<file path="src/rtl/loader_pkg.sv">
// Shared types and constants for the UART program/data loaders.
// Holds the loader FSM state encoding and the end-of-program marker.
package loader_pkg;

  typedef enum logic [2:0] {
    LOAD,
    MODE,
    WAIT_START,
    RUN,
    STEP_IDLE,
    STEP_DUMP,
    DONE
  } state_e;

  // The end marker doubles as the processor's halt opcode.
  localparam logic [31:0] END_MARKER    = 32'hFFFF_FFFF;
  localparam int          MODE_STEP_BIT = 0;

endpackage

</file>
<file path="src/rtl/uart_program_loader_if.sv">
// Signal bundle between the program loader and its surroundings
// (UART RX core, instruction memory write port, pipeline control, dump unit).
interface uart_program_loader_if #(
  parameter int N_BITS     = 8,
  parameter int INST_WIDTH = 32,
  parameter int ADDR_WIDTH = 10
);

  logic [N_BITS-1:0]     i_rx_data;
  logic                  i_rx_done;
  logic                  i_halt;
  logic                  i_dump_busy;

  logic                  o_inst_wr_en;
  logic [ADDR_WIDTH-1:0] o_inst_addr;
  logic [INST_WIDTH-1:0] o_inst_data;
  logic                  o_run;
  logic                  o_step;
  logic                  o_dump_req;
  logic                  o_overflow;
  logic                  o_done;

  // Loader side.
  modport master (
    input  i_rx_data, i_rx_done, i_halt, i_dump_busy,
    output o_inst_wr_en, o_inst_addr, o_inst_data,
    output o_run, o_step, o_dump_req, o_overflow, o_done
  );

  // Environment side: UART, memory, processor and dump unit.
  modport slave (
    output i_rx_data, i_rx_done, i_halt, i_dump_busy,
    input  o_inst_wr_en, o_inst_addr, o_inst_data,
    input  o_run, o_step, o_dump_req, o_overflow, o_done
  );

endinterface

</file>
<file path="src/rtl/word_assembler.sv">
// Packs consecutive bytes into one word, first byte in the least significant
// position, and flags the cycle in which the last byte completes the word.
module word_assembler #(
  parameter int N_BITS     = 8,
  parameter int INST_WIDTH = 32
) (
  input  logic                  i_clk,
  input  logic                  i_reset,
  input  logic                  i_en,
  input  logic                  i_valid,
  input  logic [N_BITS-1:0]     i_data,
  output logic [INST_WIDTH-1:0] o_word,
  output logic                  o_word_valid
);

  localparam int N_BYTES = INST_WIDTH / N_BITS;
  localparam int CNT_W   = $clog2(N_BYTES);
  localparam int SHIFT_W = INST_WIDTH - N_BITS;
  localparam logic [CNT_W-1:0] LAST_CNT = CNT_W'(N_BYTES - 1);

  logic [CNT_W-1:0]   byte_cnt_q, byte_cnt_d;
  logic [SHIFT_W-1:0] shift_q, shift_d;
  logic               word_valid;

  // Only the earlier bytes are stored; the final byte is merged on the fly.
  assign o_word       = {i_data, shift_q};
  assign o_word_valid = word_valid;

  // NOTE: every always_comb output gets a default first, so no path can infer a latch.
  always_comb begin
    byte_cnt_d = byte_cnt_q;
    shift_d    = shift_q;
    word_valid = 1'b0;
    if (i_en && i_valid) begin
      shift_d = {i_data, shift_q[SHIFT_W-1:N_BITS]};
      if (byte_cnt_q == LAST_CNT) begin
        byte_cnt_d = '0;
        word_valid = 1'b1;
      end else begin
        byte_cnt_d = byte_cnt_q + 1'b1;
      end
    end
  end

  // NOTE: state registers use non-blocking assignments so all flops update together.
  always_ff @(posedge i_clk or posedge i_reset) begin
    if (i_reset) begin
      byte_cnt_q <= '0;
      shift_q    <= '0;
    end else begin
      byte_cnt_q <= byte_cnt_d;
      shift_q    <= shift_d;
    end
  end

endmodule

</file>
<file path="src/rtl/uart_program_loader.sv">
// Loads a program from UART bytes into instruction memory, then runs the
// processor continuously or one cycle per received byte, requesting dumps.
module uart_program_loader
  import loader_pkg::*;
#(
  parameter int N_BITS     = 8,
  parameter int INST_WIDTH = 32,
  parameter int ADDR_WIDTH = 10
) (
  input  logic                  i_clk,
  input  logic                  i_reset,
  uart_program_loader_if.master bus
);

  localparam logic [ADDR_WIDTH-1:0] LAST_ADDR = '1;

  state_e                state_q, state_d;
  logic [ADDR_WIDTH-1:0] addr_q, addr_d;
  logic [INST_WIDTH-1:0] data_q, data_d;
  logic                  wr_en_q, wr_en_d;
  logic                  run_q, run_d;
  logic                  step_q, step_d;
  logic                  dump_q, dump_d;
  logic                  overflow_q, overflow_d;
  logic                  done_q, done_d;

  logic [INST_WIDTH-1:0] word;
  logic                  word_valid;
  logic                  rx_bit0;

  assign rx_bit0 = bus.i_rx_data[MODE_STEP_BIT];

  word_assembler #(
    .N_BITS    (N_BITS),
    .INST_WIDTH(INST_WIDTH)
  ) u_word_assembler (
    .i_clk       (i_clk),
    .i_reset     (i_reset),
    .i_en        (state_q == LOAD),
    .i_valid     (bus.i_rx_done),
    .i_data      (bus.i_rx_data),
    .o_word      (word),
    .o_word_valid(word_valid)
  );

  always_comb begin
    state_d    = state_q;
    // Address advances in the cycle after the write strobe.
    addr_d     = wr_en_q ? addr_q + 1'b1 : addr_q;
    data_d     = data_q;
    wr_en_d    = 1'b0;
    step_d     = 1'b0;
    dump_d     = 1'b0;
    overflow_d = overflow_q;

    unique case (state_q)
      LOAD: begin
        if (word_valid) begin
          wr_en_d = 1'b1;
          data_d  = word;
          if (word == END_MARKER) begin
            state_d = MODE;
          end else if (addr_q == LAST_ADDR) begin
            overflow_d = 1'b1;
            state_d    = MODE;
          end
        end
      end
      MODE: begin
        if (bus.i_rx_done) begin
          if (rx_bit0) begin
            state_d = STEP_IDLE;
            dump_d  = 1'b1;
          end else begin
            state_d = WAIT_START;
          end
        end
      end
      WAIT_START: begin
        if (bus.i_rx_done) state_d = RUN;
      end
      RUN: begin
        if (bus.i_halt) begin
          state_d = DONE;
          dump_d  = 1'b1;
        end
      end
      STEP_IDLE: begin
        if (bus.i_rx_done && rx_bit0 && !bus.i_dump_busy && !bus.i_halt) begin
          step_d  = 1'b1;
          state_d = STEP_DUMP;
        end
      end
      STEP_DUMP: begin
        // First cycle: o_step is out, request the dump. Second cycle: the dump
        // request is out and the processor has reported any halt.
        if (step_q) begin
          dump_d = 1'b1;
        end else begin
          state_d = bus.i_halt ? DONE : STEP_IDLE;
        end
      end
      DONE: begin
        state_d = DONE;
      end
      default: state_d = LOAD;
    endcase

    run_d  = (state_d == RUN);
    done_d = (state_d == DONE);
  end

  always_ff @(posedge i_clk or posedge i_reset) begin
    if (i_reset) begin
      state_q    <= LOAD;
      addr_q     <= '0;
      data_q     <= '0;
      wr_en_q    <= 1'b0;
      run_q      <= 1'b0;
      step_q     <= 1'b0;
      dump_q     <= 1'b0;
      overflow_q <= 1'b0;
      done_q     <= 1'b0;
    end else begin
      state_q    <= state_d;
      addr_q     <= addr_d;
      data_q     <= data_d;
      wr_en_q    <= wr_en_d;
      run_q      <= run_d;
      step_q     <= step_d;
      dump_q     <= dump_d;
      overflow_q <= overflow_d;
      done_q     <= done_d;
    end
  end

  assign bus.o_inst_wr_en = wr_en_q;
  assign bus.o_inst_addr  = addr_q;
  assign bus.o_inst_data  = data_q;
  assign bus.o_run        = run_q;
  assign bus.o_step       = step_q;
  assign bus.o_dump_req   = dump_q;
  assign bus.o_overflow   = overflow_q;
  assign bus.o_done       = done_q;

endmodule

</file>
<file path="src/flat_wrapper.sv">
// flat-port wrapper written by rule: the top's interface ports become plain ports
module uart_program_loader_flat import loader_pkg::*;
#(
  parameter int N_BITS     = 8,
  parameter int INST_WIDTH = 32,
  parameter int ADDR_WIDTH = 10
)
  (i_clk, i_reset, bus_i_rx_data, bus_i_rx_done, bus_i_halt, bus_i_dump_busy, bus_o_inst_wr_en, bus_o_inst_addr, bus_o_inst_data, bus_o_run, bus_o_step, bus_o_dump_req, bus_o_overflow, bus_o_done);
  uart_program_loader_if #(.N_BITS(N_BITS), .INST_WIDTH(INST_WIDTH), .ADDR_WIDTH(ADDR_WIDTH)) bus_i ();
  input  logic i_clk;
  input  logic i_reset;
  input wire logic [$bits(bus_i.i_rx_data)-1:0] bus_i_rx_data;
  input wire logic [$bits(bus_i.i_rx_done)-1:0] bus_i_rx_done;
  input wire logic [$bits(bus_i.i_halt)-1:0] bus_i_halt;
  input wire logic [$bits(bus_i.i_dump_busy)-1:0] bus_i_dump_busy;
  output wire logic [$bits(bus_i.o_inst_wr_en)-1:0] bus_o_inst_wr_en;
  output wire logic [$bits(bus_i.o_inst_addr)-1:0] bus_o_inst_addr;
  output wire logic [$bits(bus_i.o_inst_data)-1:0] bus_o_inst_data;
  output wire logic [$bits(bus_i.o_run)-1:0] bus_o_run;
  output wire logic [$bits(bus_i.o_step)-1:0] bus_o_step;
  output wire logic [$bits(bus_i.o_dump_req)-1:0] bus_o_dump_req;
  output wire logic [$bits(bus_i.o_overflow)-1:0] bus_o_overflow;
  output wire logic [$bits(bus_i.o_done)-1:0] bus_o_done;
  assign bus_i.i_rx_data = bus_i_rx_data;
  assign bus_i.i_rx_done = bus_i_rx_done;
  assign bus_i.i_halt = bus_i_halt;
  assign bus_i.i_dump_busy = bus_i_dump_busy;
  assign bus_o_inst_wr_en = bus_i.o_inst_wr_en;
  assign bus_o_inst_addr = bus_i.o_inst_addr;
  assign bus_o_inst_data = bus_i.o_inst_data;
  assign bus_o_run = bus_i.o_run;
  assign bus_o_step = bus_i.o_step;
  assign bus_o_dump_req = bus_i.o_dump_req;
  assign bus_o_overflow = bus_i.o_overflow;
  assign bus_o_done = bus_i.o_done;
  uart_program_loader #(.N_BITS(N_BITS), .INST_WIDTH(INST_WIDTH), .ADDR_WIDTH(ADDR_WIDTH)) u_core (.i_clk(i_clk), .i_reset(i_reset), .bus(bus_i));
endmodule
</file>
<file path="config.mk">
export PLATFORM = sky130hd
export DESIGN_NAME = uart_program_loader_flat
export DESIGN_NICKNAME = d
export VERILOG_FILES = /design/src/rtl/loader_pkg.sv /design/src/rtl/uart_program_loader_if.sv /design/src/rtl/word_assembler.sv /design/src/rtl/uart_program_loader.sv /design/src/flat_wrapper.sv
export SDC_FILE = /design/constraint.sdc
export NUM_CORES = 1
export LEC_CHECK = 0
export ABC_CLOCK_PERIOD_IN_PS = 3600
export BUFFER_PORTS_ARGS = -buffer_cell sky130_fd_sc_hd__buf_2
export CAP_MARGIN = 0
export CORE_MARGIN = 2
export CORE_UTILIZATION = 57
export CTS_BUF_LIST = sky130_fd_sc_hd__clkbuf_8
export CTS_CLUSTER_DIAMETER = 30
export DETAILED_ROUTE_END_ITERATION = 10
export PLACE_DENSITY = 0.93
export SLEW_MARGIN = 25
export SYNTH_ARGS = -nofsm -noshare
export SYNTH_HDL_FRONTEND = slang
export SYNTH_SLANG_ARGS = --single-unit
</file>
<file path="constraint.sdc">
create_clock -name i_clk -period 3.6 [get_ports i_clk]
set_input_delay 1.08 -clock i_clk [delete_from_list [all_inputs] [get_ports i_clk]]
set_output_delay 1.08 -clock i_clk [all_outputs]
set_load 0.02 [all_outputs]
</file>
After elaboration in Yosys (flattened, before gate mapping)
Index checks and enable logic that the tools add are counted.
- flip-flop bits (word level): 77
- add/sub/neg operators: 2
- equality and inequality tests: 11
- multiplexer cells: 23
- bitwise gates (word level): 1
- reduce and logical (&&, ||, !) cells: 9
- operator list (kind ; number):
    $eq 32x32->1 const B ; 1
    $mux 3 ; 9
    $pmux 3 s7 ; 1
    $eq 3x3->1 const B ; 4
    $add 10x1->10 const B ; 1
    $eq 10x10->1 const B ; 1
    $mux 1 ; 10
    $eq 3x2->1 const B ; 3
    $logic_and 1x1->1 ; 4
    $mux 2 ; 2
    $reduce_and 4->1 ; 1
    $eq 3x1->1 const B ; 1
    $logic_not 3->1 ; 1
    $pmux 1 s3 ; 1
    $add 2x1->2 const B ; 1
    $eq 2x2->1 const B ; 1
    $logic_not 1->1 ; 2
    $reduce_and 2->1 ; 1
    $not 1->1 ; 1

Depth between registers and ports, before layout
- depth in word-level cells: 6
- depth in mapped cells: 6
- gate-level depth less buffers: 5

Hierarchy
Synthesis repeated with hierarchy kept, for this count alone.
- cell total of the unflattened synthesis: 300
- area, all modules: 3315.7 um^2
- modules (own cells, without submodules) (module ; times used ; cells each ; area each (um^2) ; seq. area each (um^2)):
    uart_program_loader ; 1 ; 233 ; 2158.3 ; 1276.2
    word_assembler ; 1 ; 67 ; 1157.4 ; 650.6

Worst setup path before layout
Ideal clock, no wire load.
- path type: input-to-reg
- from: input bus_i_rx_done
- to: register u_core.u_word_assembler.shift_q[16]
- setup time: 0.125 ns
- data arrival time: 1.999 ns
- slack: 1.476 ns
- cell stages on the path: 4
- path buffers: 2
- path through: nor4b_2 > buf_4 > buf_2 > mux2_2
- word-level cells in the longest chain between the ends: 1
- ends and longest elaborated chain (what ; line ; text):
    start, declared ; flat_wrapper.sv:13 ; input wire logic [$bits(bus_i.i_rx_done)-1:0] bus_i_rx_done;
    $logic_and 1x1->1 ; word_assembler.sv:34 ; if (i_en && i_valid) begin
    end signal, assigned ; word_assembler.sv:52 ; shift_q <= shift_d;
    end, declared ; word_assembler.sv:22 ; logic [SHIFT_W-1:0] shift_q, shift_d;
Every way passes these cells.
A chain may end at the register's enable or synchronous reset.

Final worst setup path
- from: input bus_i_rx_done
- to: register u_core.data_q[12] (netlist: u_core.bus.o_inst_data[12])
- word-level cells in the longest chain between the ends: 3
- ends and longest elaborated chain (what ; line ; text):
    $logic_and 1x1->1 ; word_assembler.sv:34 ;
    $mux 1 ; word_assembler.sv:34 ;
    $reduce_and 2->1 (no line) ; - ;
    end signal, assigned ; uart_program_loader.sv:127 ; data_q <= data_d;
    end, declared ; uart_program_loader.sv:19 ; logic [INST_WIDTH-1:0] data_q, data_d;
Every way passes these cells.

==> results.json <==
{
  "outcome": "finished, final reports clean",
  "grt_overflow_total": 0,
  "combPwrFrac_pct": 26.7,
  "insertion_delay_ns": 0.34,
  "globalplace.congestion": 0.793,
  "syn_area_sq_um": 3220,
  "synthCells": 219,
  "clock_power_share_pct": 23.9,
  "met3_usage_pct": 6.36,
  "vias_per_cell": 5.53,
  "hold_buffers": 0,
  "worstSetupPathType": "primary input to flop",
  "power.switching_uw": 916,
  "regArea_sq_um": 1930,
  "die-width_um": 79.2,
  "grt_max_degree": 50,
  "avgSynthCellArea_sq_um": 14.7,
  "dp_hpwl_mm": 4.09,
  "cts.sinks": 77,
  "multi_input_comb_area_sq_um": 1230,
  "worstHoldEndpoint": "u_core.bus.o_inst_data[28]$_DFFE_PP0P_",
  "ctsHtreeMaxLevel": 3,
  "period_share_pct": 59.1,
  "synthAdderAreaFrac_pct": 0.777,
  "drive_gt1_share_pct": 48.4,
  "setup_tns_ns": 0,
  "synth_compound_area_share_pct": 3.03,
  "antenna_found_initial": 0,
  "rsz0062_at_grt": "no",
  "post-route-util_pct": 69.5,
  "drc": 0,
  "cp_max_fo": 34,
  "die_area_sq_um": 6270,
  "antenna_left": 0,
  "cts-buffers-inserted": 9,
  "yosysSeqAreaShare_pct": 59.8,
  "io_buffers": 60,
  "dr.first_iter.drc_count": 103,
  "final-hold-violation-count": 0,
  "num_rows": 27,
  "power.internal_mw": 1.91,
  "cts_root_buffer": "clkbuf_8",
  "post_cts_buffers": 0,
  "synth-edff-count": 0,
  "synthMuxAreaShare_pct": 23.9,
  "hold_path.startpoint": "u_core.bus.o_inst_data[28]$_DFFE_PP0P_",
  "seqPwrFrac_pct": 49.4,
  "first_pass_iters": 6,
  "initial_core_util_pct": 58.9,
  "grt_busiest_layer": "met2",
  "synth_async_sr_flop_share_pct": 100,
  "die_h_um": 79.2,
  "yosys-top-cells-area": "dfrtp_1 60%, mux2_4 13%, mux2_2 11%",
  "crit_arrival_ns": 2.35,
  "area_growth_pct": 18.0,
  "io_pins": 61,
  "wl_mm": 6.22,
  "r2r_slack_ns": 1.76,
  "synth_nets": 234,
  "synthTopCellsByCount": "77 x dfrtp_1, 31 x mux2_2, 28 x mux2_4",
  "p_per_area_nw_per_um2": 744,
  "yosysWarnings": 0,
  "fin_ws_ns": 1.47,
  "ir_drop_uv": 542,
  "setup_viol": 0,
  "nets": 299,
  "final-max-slew-violation-count": 0,
  "via_count": 1996,
  "start_kind": "primary input",
  "r2r_end": "u_core.bus.o_inst_data[12]$_DFFE_PP0P_",
  "grt_pass1_vias": 2046,
  "p_leak_nw": 2.01,
  "slew_headroom_pct": 57.0,
  "antenna_cells": 0,
  "cp.required_ns": 3.82,
  "ctsResizeCount": 0,
  "yosysTopAreaCell": "dfrtp_1",
  "yosys.area_share.simple_pct": 7.77,
  "synth_xor_area_share_pct": 2.45,
  "synth_top_flop_cell": "dfrtp_1",
  "switching_share_pct": 32.4,
  "timing.rr.start": "u_core.state_q[2]$_DFF_PP0_",
  "timing.hold.ws_ns": 0.504,
  "preCtsSetupSlack_ns": 1.13,
  "use_met1_pct": 29.5,
  "ff2ff_path_depth": 3,
  "fillCellCount": 399,
  "synth_top_family_by_area": "multiplexers",
  "coreArea_sq_um": 5470,
  "wl_per_cell_um": 17.2,
  "end_kind": "flop",
  "clkTransAtPathRegs_ns": 0.07,
  "grt_pass1_wl_mm": 10.4,
  "synth_top_area_share_pct": 59.8,
  "cts_tree": "done",
  "grt_use_total_pct": 21.9,
  "synth-seq-cells": 77,
  "maxCapViolCount": 0,
  "clk_path_buf_depth": 2,
  "fin_crit_ns": 2.13,
  "hp-class": "flop to flop",
  "hold_depth": 1,
  "fmax_mhz": 470,
  "synth_cell_type_count": 34,
  "synth_most_common_cell": "dfrtp_1",
  "fin_worst_skew_ns": 0.00988,
  "met2_usage_pct": 34.7,
  "worst_pin_slew_ns": 0.644
}
## metrics by stage
stage | area [sq um] | instances | total power [mW]
detailed placement | 3590 | 345 | 2.16
floorplan | 3220 | 219 | 1.88
global route | 3800 | 361 | 2.98
CTS | 3800 | 361 | 2.86
finish | 3800 | 361 | 2.83
global placement | 3590 | 345 | 2.11
## cells by family after synthesis
logic type | after synthesis
AOI/OAI and AO/OA | 14
xor gates and xnor gates | 9
adders and majority gates | 2
buffers and inverters | 12
DFF | 77
muxes | 59
and+or+nand+nor | 46
## area by class of cell
cell class                      count  area share, %
Multi-Input combinational cell    130           32.4
Clock buffer                       12           4.34
Sequential cell                    77           50.7
Inverter                            4          0.395
Timing Repair Buffer               62           8.62
Clock inverter                      4           1.22
Tap cell                           72           2.37
## worst max path at each step
stage | startpoint | to | slack [ns] | cells past startpoint
floorplan | i_reset | u_core.bus.o_done$_DFF_PP0_ | 0.55 | 1
global placement | bus_i_rx_done | u_core.bus.o_inst_data[7]$_DFFE_PP0P_ | 1.18 | 4
detailed placement | bus_i_rx_done | u_core.bus.o_inst_data[25]$_DFFE_PP0P_ | 1.13 | 4
CTS | bus_i_rx_done | u_core.bus.o_inst_data[12]$_DFFE_PP0P_ | 1.48 | 4
global route | bus_i_rx_done | u_core.bus.o_inst_data[12]$_DFFE_PP0P_ | 1.39 | 4
finish | bus_i_rx_done | u_core.bus.o_inst_data[12]$_DFFE_PP0P_ | 1.47 | 4
## power groups by stage
stage | clock network, mW | registers (mW) | logic [mW]
finish | 0.676 | 1.40 | 0.755
global route | 0.725 | 1.44 | 0.812
CTS | 0.691 | 1.40 | 0.766
detailed placement | 0 | 1.40 | 0.759
global placement | 0 | 1.39 | 0.721
floorplan | 0 | 1.49 | 0.389
## state kept, by name, indices dropped and copies added (netlist names)
| signal | cells |
|---|---|
| u_core.u_word_assembler.byte_cnt_q | 2 |
| u_core.bus.o_done | 1 |
| u_core.bus.o_run | 1 |
| u_core.bus.o_inst_data | 32 |
| u_core.state_q | 3 |
| u_core.bus.o_inst_addr | 10 |
| u_core.bus.o_dump_req | 1 |
| u_core.bus.o_inst_wr_en | 1 |
| u_core.bus.o_overflow | 1 |
| u_core.bus.o_step | 1 |
| u_core.u_word_assembler.shift_q | 24 |
## layer usage
layer	vias to the layer above	wire length [um]
li1	912	-
met2	60	3060
met3	6	325
met1	1018	2770
met5	-	0
met4	0	56
## placed cells by master, fill, tap and decap left out, types with 4 or more instances in the layout
| cell | instances |
|---|---|
| dfrtp_1 | 77 |
| buf_2 | 60 |
| mux2_2 | 31 |
| mux2_4 | 28 |
| nand4_1 | 12 |
| clkbuf_8 | 12 |
| nand2_1 | 11 |
| nor2_1 | 8 |
| xnor2_1 | 6 |
| inv_1 | 4 |
## critical path: stages
cell and delay [ns]:
buf_2 0.15, nor4b_4 0.29, nand2_4 0.39, mux2_4 0.43
No activity file was read; power rests on OpenSTA's default activity.
